--- src/rtl/adder_sum_accumulator_if.sv ---
// Handshake bundle between the adder stage, the sum accumulator and the downstream consumer.
// master drives start/sums/result-ready; slave (the accumulator) drives ready, result and status.
interface adder_sum_accumulator_if #(
    parameter int SUM_W = 3,
    parameter int ACC_W = 8
);
    logic             start;
    logic [SUM_W-1:0] s_in;
    logic             s_valid;
    logic             s_ready;
    logic [ACC_W-1:0] acc_out;
    logic             acc_valid;
    logic             acc_ready;
    logic             busy;
    logic             overflow;

    modport master (
        output start, s_in, s_valid, acc_ready,
        input  s_ready, acc_out, acc_valid, busy, overflow
    );

    modport slave (
        input  start, s_in, s_valid, acc_ready,
        output s_ready, acc_out, acc_valid, busy, overflow
    );
endinterface

--- src/rtl/adder_sum_accumulator.sv ---
// Sums NUM_SAMPLES adder results (valid/ready in, valid/ready out); result valid the cycle after the last sum,
// held until accepted. ACC_SATURATE_EN clamps the accumulator to all ones on carry out instead of wrapping.
module adder_sum_accumulator #(
    parameter int SUM_W       = 3,
    parameter int ACC_W       = 8,
    parameter int NUM_SAMPLES = 4
) (
    input  logic                     clk,
    input  logic                     rst,
    adder_sum_accumulator_if.slave   bus
);
    localparam int CNT_W = (NUM_SAMPLES > 1) ? $clog2(NUM_SAMPLES) : 1;
    localparam logic [CNT_W-1:0] CNT_LAST = CNT_W'(NUM_SAMPLES - 1);

    typedef enum logic [1:0] {
        IDLE  = 2'd0,
        ACCUM = 2'd1,
        DONE  = 2'd2
    } state_t;

    state_t           state_q, state_d;
    logic [ACC_W-1:0] acc_q, acc_d;
    logic [CNT_W-1:0] cnt_q, cnt_d;
    logic             ovf_q, ovf_d;

    logic [ACC_W:0]   sum_wide;
    logic             carry;
    logic [ACC_W-1:0] acc_next;

    assign sum_wide = {1'b0, acc_q} + {{(ACC_W + 1 - SUM_W){1'b0}}, bus.s_in};
    assign carry    = sum_wide[ACC_W];

`ifdef ACC_SATURATE_EN
    // Once clamped, every further add carries again (or adds zero), so the value stays all ones.
    assign acc_next = carry ? {ACC_W{1'b1}} : sum_wide[ACC_W-1:0];
`else
    assign acc_next = sum_wide[ACC_W-1:0];
`endif

    always_ff @(posedge clk or posedge rst) begin
        if (rst) begin
            state_q <= IDLE;
            acc_q   <= '0;
            cnt_q   <= '0;
            ovf_q   <= 1'b0;
        end else begin
            state_q <= state_d;
            acc_q   <= acc_d;
            cnt_q   <= cnt_d;
            ovf_q   <= ovf_d;
        end
    end

    always_comb begin
        state_d = state_q;
        acc_d   = acc_q;
        cnt_d   = cnt_q;
        ovf_d   = ovf_q;
        unique case (state_q)
            IDLE: begin
                if (bus.start) begin
                    acc_d   = '0;
                    cnt_d   = '0;
                    ovf_d   = 1'b0;
                    state_d = ACCUM;
                end
            end
            ACCUM: begin
                if (bus.s_valid) begin
                    acc_d = acc_next;
                    if (carry) begin
                        ovf_d = 1'b1;
                    end
                    if (cnt_q == CNT_LAST) begin
                        cnt_d   = '0;
                        state_d = DONE;
                    end else begin
                        cnt_d = cnt_q + CNT_W'(1);
                    end
                end
            end
            DONE: begin
                // acc and overflow are left untouched so the last result stays readable in IDLE.
                if (bus.acc_ready) begin
                    state_d = IDLE;
                end
            end
            default: begin
                state_d = IDLE;
            end
        endcase
    end

    assign bus.s_ready   = (state_q == ACCUM);
    assign bus.acc_valid = (state_q == DONE);
    assign bus.busy      = (state_q != IDLE);
    assign bus.acc_out   = acc_q;
    assign bus.overflow  = ovf_q;
endmodule

--- src/flat_wrapper.sv ---
// flat-port wrapper written by rule: the top's interface ports become plain ports
module adder_sum_accumulator_flat 
#(
    parameter int SUM_W       = 3,
    parameter int ACC_W       = 8,
    parameter int NUM_SAMPLES = 4
)
  (clk, rst, bus_start, bus_s_in, bus_s_valid, bus_acc_ready, bus_s_ready, bus_acc_out, bus_acc_valid, bus_busy, bus_overflow);
  adder_sum_accumulator_if #(.SUM_W(SUM_W), .ACC_W(ACC_W)) bus_i ();
  input  logic clk;
  input  logic rst;
  input wire logic [$bits(bus_i.start)-1:0] bus_start;
  input wire logic [$bits(bus_i.s_in)-1:0] bus_s_in;
  input wire logic [$bits(bus_i.s_valid)-1:0] bus_s_valid;
  input wire logic [$bits(bus_i.acc_ready)-1:0] bus_acc_ready;
  output wire logic [$bits(bus_i.s_ready)-1:0] bus_s_ready;
  output wire logic [$bits(bus_i.acc_out)-1:0] bus_acc_out;
  output wire logic [$bits(bus_i.acc_valid)-1:0] bus_acc_valid;
  output wire logic [$bits(bus_i.busy)-1:0] bus_busy;
  output wire logic [$bits(bus_i.overflow)-1:0] bus_overflow;
  assign bus_i.start = bus_start;
  assign bus_i.s_in = bus_s_in;
  assign bus_i.s_valid = bus_s_valid;
  assign bus_i.acc_ready = bus_acc_ready;
  assign bus_s_ready = bus_i.s_ready;
  assign bus_acc_out = bus_i.acc_out;
  assign bus_acc_valid = bus_i.acc_valid;
  assign bus_busy = bus_i.busy;
  assign bus_overflow = bus_i.overflow;
  adder_sum_accumulator #(.SUM_W(SUM_W), .ACC_W(ACC_W), .NUM_SAMPLES(NUM_SAMPLES)) u_core (.clk(clk), .rst(rst), .bus(bus_i));
endmodule
--- config.mk ---
export PLATFORM = sky130hd
export DESIGN_NAME = adder_sum_accumulator_flat
export DESIGN_NICKNAME = d
export VERILOG_FILES = /design/src/rtl/adder_sum_accumulator_if.sv /design/src/rtl/adder_sum_accumulator.sv /design/src/flat_wrapper.sv
export SDC_FILE = /design/constraint.sdc
export NUM_CORES = 1
export LEC_CHECK = 0
export CAP_MARGIN = 5
export CORE_UTILIZATION = 42
export CTS_CLUSTER_DIAMETER = 40
export DETAILED_ROUTE_END_ITERATION = 10
export GPL_TIMING_DRIVEN = 1
export PLACE_DENSITY = 0.76
export SYNTH_ARGS = -nofsm -noshare
export SYNTH_HDL_FRONTEND = slang
export SYNTH_SLANG_ARGS = --single-unit
--- constraint.sdc ---
create_clock -name clk -period 1.54 [get_ports clk]
set_input_delay 0.154 -clock clk [delete_from_list [all_inputs] [get_ports clk]]
set_output_delay 0.154 -clock clk [all_outputs]
set_load 0.05 [all_outputs]
==> out/metrics.csv <==
stage,metric,value,unit
run_status,status,"finished, violations left",
run_status,failing checks,"DRC, setup timing",
critical_path,Critical Path Sink,u_core.bus.acc_out[4],
cts,clock-pin slew of the registers on the worst-case setup and hold paths,0.08,ns
sta,Max Freq,649,MHz
cts,CTS tree,built,
cts,latest clock arrival within the worst-skew pair,0.27,ns
global_routing,first-pass GRT wire length,2.86,mm
critical_path,Critical Path Start,u_core.bus.acc_out[0],
synth,"Seq/Total Area, Yosys",42.3,%
final_layout,nets,128,
floorplan,core area,1730,µm²
critical_path,worst reg2reg setup slack,-0.0009,ns
floorplan,Starting Density,44.5,%
critical_path,Critical Path End Type,register,
synth,Synth Cell Area,768,µm²
floorplan,die footprint,2000,µm²
floorplan,row cnt,15,
power,leakage power,0.000551,µW
detailed_routing,drt wl/cell,12.8,µm
detailed_routing,# DRC,2,
critical_path,reg2reg path depth,6,
synth,syn nets,94,
cts,CTS Root Cell,clkbuf_4,
final_layout,layout cells sized above 1,38.6,%
sta,Final Max Tran Viols,0,
sta,RSZ-0062 raised after global routing,true,
synth,synth unique cells,29,
synth,register bit count reported by yosys,13,
final_layout,# diodes,0,
sta,Slew Limit Headroom,65.8,%
synth,Mapped Cells,81,
final_layout,Syn-to-layout area delta,51.0,%
global_routing,vias in the first global route,649,
critical_path,r2r endpoint,u_core.bus.acc_out[4],
sta,final setup fails,1,
power,PwrDens,1910,nW/µm²
cts,hold_buf cts,0,
critical_path,worst path cell trace,ha_4 -> fa_2 -> a21oi_4 -> nor3_1 -> xnor2_1 -> nor2_1,
placed_design,routability cong.,0.801,
sta,WHS,0.215,ns
cts,H-tree depth,1,
critical_path,critical path's slowest cell,dfrtp_2,
synth,post-synth top area share,42.3,%
global_routing,largest net degree at the start of global routing,14,
critical_path,Worst path max stage delay,0.43,ns
detailed_routing,Pre-antenna DRT Iters,7,
power,worst vdd ir,0.00116,V
critical_path,CP startpoint kind,register,
sta,Setup TNS Final,-0.000894,ns
detailed_routing,overall via count from detail_route,724,
cts,clock buffer depth,2,
sta,Final Hold Viols,0,
detailed_routing,Post-Route WL,1.78,mm
global_routing,GRT Total Usage,19.5,%
placed_design,Buffers on Ports,19,
synth,YS warnings,0,
critical_path,Worst EP required,1.70,ns
critical_path,critical path class,register to register,
detailed_routing,vias per cell,5.21,
sta,post-route worst setup slack,-0.000894,ns
global_routing,total grt overflow,0,
cts,clock sinks,13,
critical_path,Crit Reg-Reg Startpoint,u_core.bus.acc_out[0],
placed_design,post-DP HPWL,1.40,mm
sta,skew final,0.00335,ns
worst_hold_path,min-delay worst type,primary input to asynchronous set/reset pin,
floorplan,width of the die,44.8,µm
floorplan,die height,44.8,µm
job,Max-cap violations,0,
floorplan,IO Count,20,
synth,synthesized area per cell,9.48,µm²
global_routing,initial antenna violation count,0,
synth,Synth area leader,dfrtp_1,
detailed_routing,Detail Route Antenna Nets,0,
synth,ranking of synthesized cells by area,"dfrtp_1 42%, ha_1 6.5%, a22o_1 5.7%",
sta,Tightest Pin Transition,0.512,ns
sta,Final period util,100,%
critical_path,CP arrival,1.70,ns
critical_path,CP Max Fanout,3,
sta,Final min period,1.54,ns
cts,CTS Buf Count,3,
placed_design,pre-CTS WS,-0.257,ns
detailed_routing,iteration-0 DRC count of the detailed router,17,
==> power breakdown <==
group	internal (µW)	switching, µW
Clock	100	105
Combinational	623	774
Sequential	466	144
Total	1190	1020
==> Yosys cell counts <==
| cell | n |
|---|---|
| clkbuf_1 | 1 |
| a31oi_1 | 1 |
| a21o_1 | 2 |
| o21bai_1 | 1 |
| a211o_1 | 1 |
| a21oi_1 | 4 |
| or3_1 | 2 |
| xnor2_1 | 3 |
| or2_2 | 1 |
| ha_1 | 4 |
| nor2b_1 | 4 |
| inv_1 | 7 |
| nand2b_1 | 3 |
| fa_1 | 1 |
| a41o_1 | 1 |
| a22o_1 | 5 |
| nand4b_1 | 1 |
| nor3_1 | 2 |
| nand2_1 | 5 |
| o31ai_1 | 1 |
| nor2_1 | 7 |
| a311oi_1 | 1 |
| buf_4 | 1 |
| nor4b_1 | 1 |
| dfrtp_1 | 13 |
| nand3_1 | 1 |
| mux2i_1 | 1 |
| o21ai_0 | 5 |
| o22ai_1 | 1 |
==> metrics by stage <==
stage | instances | total power, µW | util (%) | area (µm²)
global placement | 133 | 1890 | 63.2 | 1090
detailed placement | 133 | 1940 | 63.2 | 1090
finish | 139 | 2210 | 67.2 | 1160
CTS | 138 | 2190 | 65.9 | 1140
floorplan | 81 | 1460 | - | 811
global route | 139 | 2380 | 67.2 | 1160
==> metal layers <==
layer | track usage [%] | share of wire (%)
met3 | 2.40 | 3.2
met4 | 5.45 | 0
met5 | 0 | 0
met1 | 26.1 | 47
met2 | 33.2 | 50
==> registers in the layout (all words and copies together), names as in the netlist <==
signal and flops:
u_core.bus.acc_out 8, u_core.state_q 2, u_core.bus.overflow 1, u_core.cnt_q 2
==> cells in the final DEF, fill, tap and decap left out, types with 2 or more instances in the layout <==
cell type and n:
inv_1 7, nor2b_1 2, a21oi_2 2, dfrtp_2 5, clkbuf_4 3, buf_4 22
nand2_1 4, clkdlybuf4s50_1 6, o21ai_0 4, ha_4 2, nor2_1 7, nor2b_2 2
nand2b_1 3, xnor2_1 3, or3_1 2, buf_12 2, a22o_1 5, dfrtp_1 8
a21o_1 2
==> cell type report <==
type,count,area [µm²]
timing repair buffer,31,278
fill,142,567
sequential,13,332
inverter,7,26.3
multi-input combinational,59,467
clock buffer,4,26.3
tap,25,31.3
==> how the worst min path moves through the flow <==
stage                            endpoint  slack [ns]  cells after the start                start
global route        u_core.bus.acc_out[0]        0.24                      2                  rst
detailed placement    u_core.bus.overflow        0.49                      2  u_core.bus.overflow
floorplan           u_core.bus.acc_out[4]        0.03                      1                  rst
CTS                       u_core.cnt_q[1]        0.23                      2                  rst
finish              u_core.bus.acc_out[0]        0.21                      2                  rst
global placement      u_core.bus.overflow        0.49                      2  u_core.bus.overflow
==> repair_timing <==
action | CTS | global route
pin swaps | 0 | 3
hold endpoints to repair | 0 | 0
gates resized for setup | 2 | 6
buffers inserted | 1 | 1
setup endpoints to repair | 2 | 9
==> logic make-up after synthesis <==
family / count (synthesis) / share of synthesized area, %
mux: 1 / 1.30
xor+xnor: 3 / 3.42
flops: 13 / 42.3
buf+inv: 9 / 4.89
compound gates: 23 / 20.7
fa+ha+maj: 5 / 9.12
simple gates: 27 / 18.2
==> worst max-delay path, delay by kind of cell, from the launching register on <==
| family | cells | cell delay [ns] |
|---|---|---|
| flops | 1 | 0.43 |
| simple gates | 2 | 0.14 |
| xor+xnor | 1 | 0.15 |
| fa+ha+maj | 2 | 0.54 |
| compound gates | 1 | 0.18 |
Note: power is estimated with default switching activity, not from simulation.
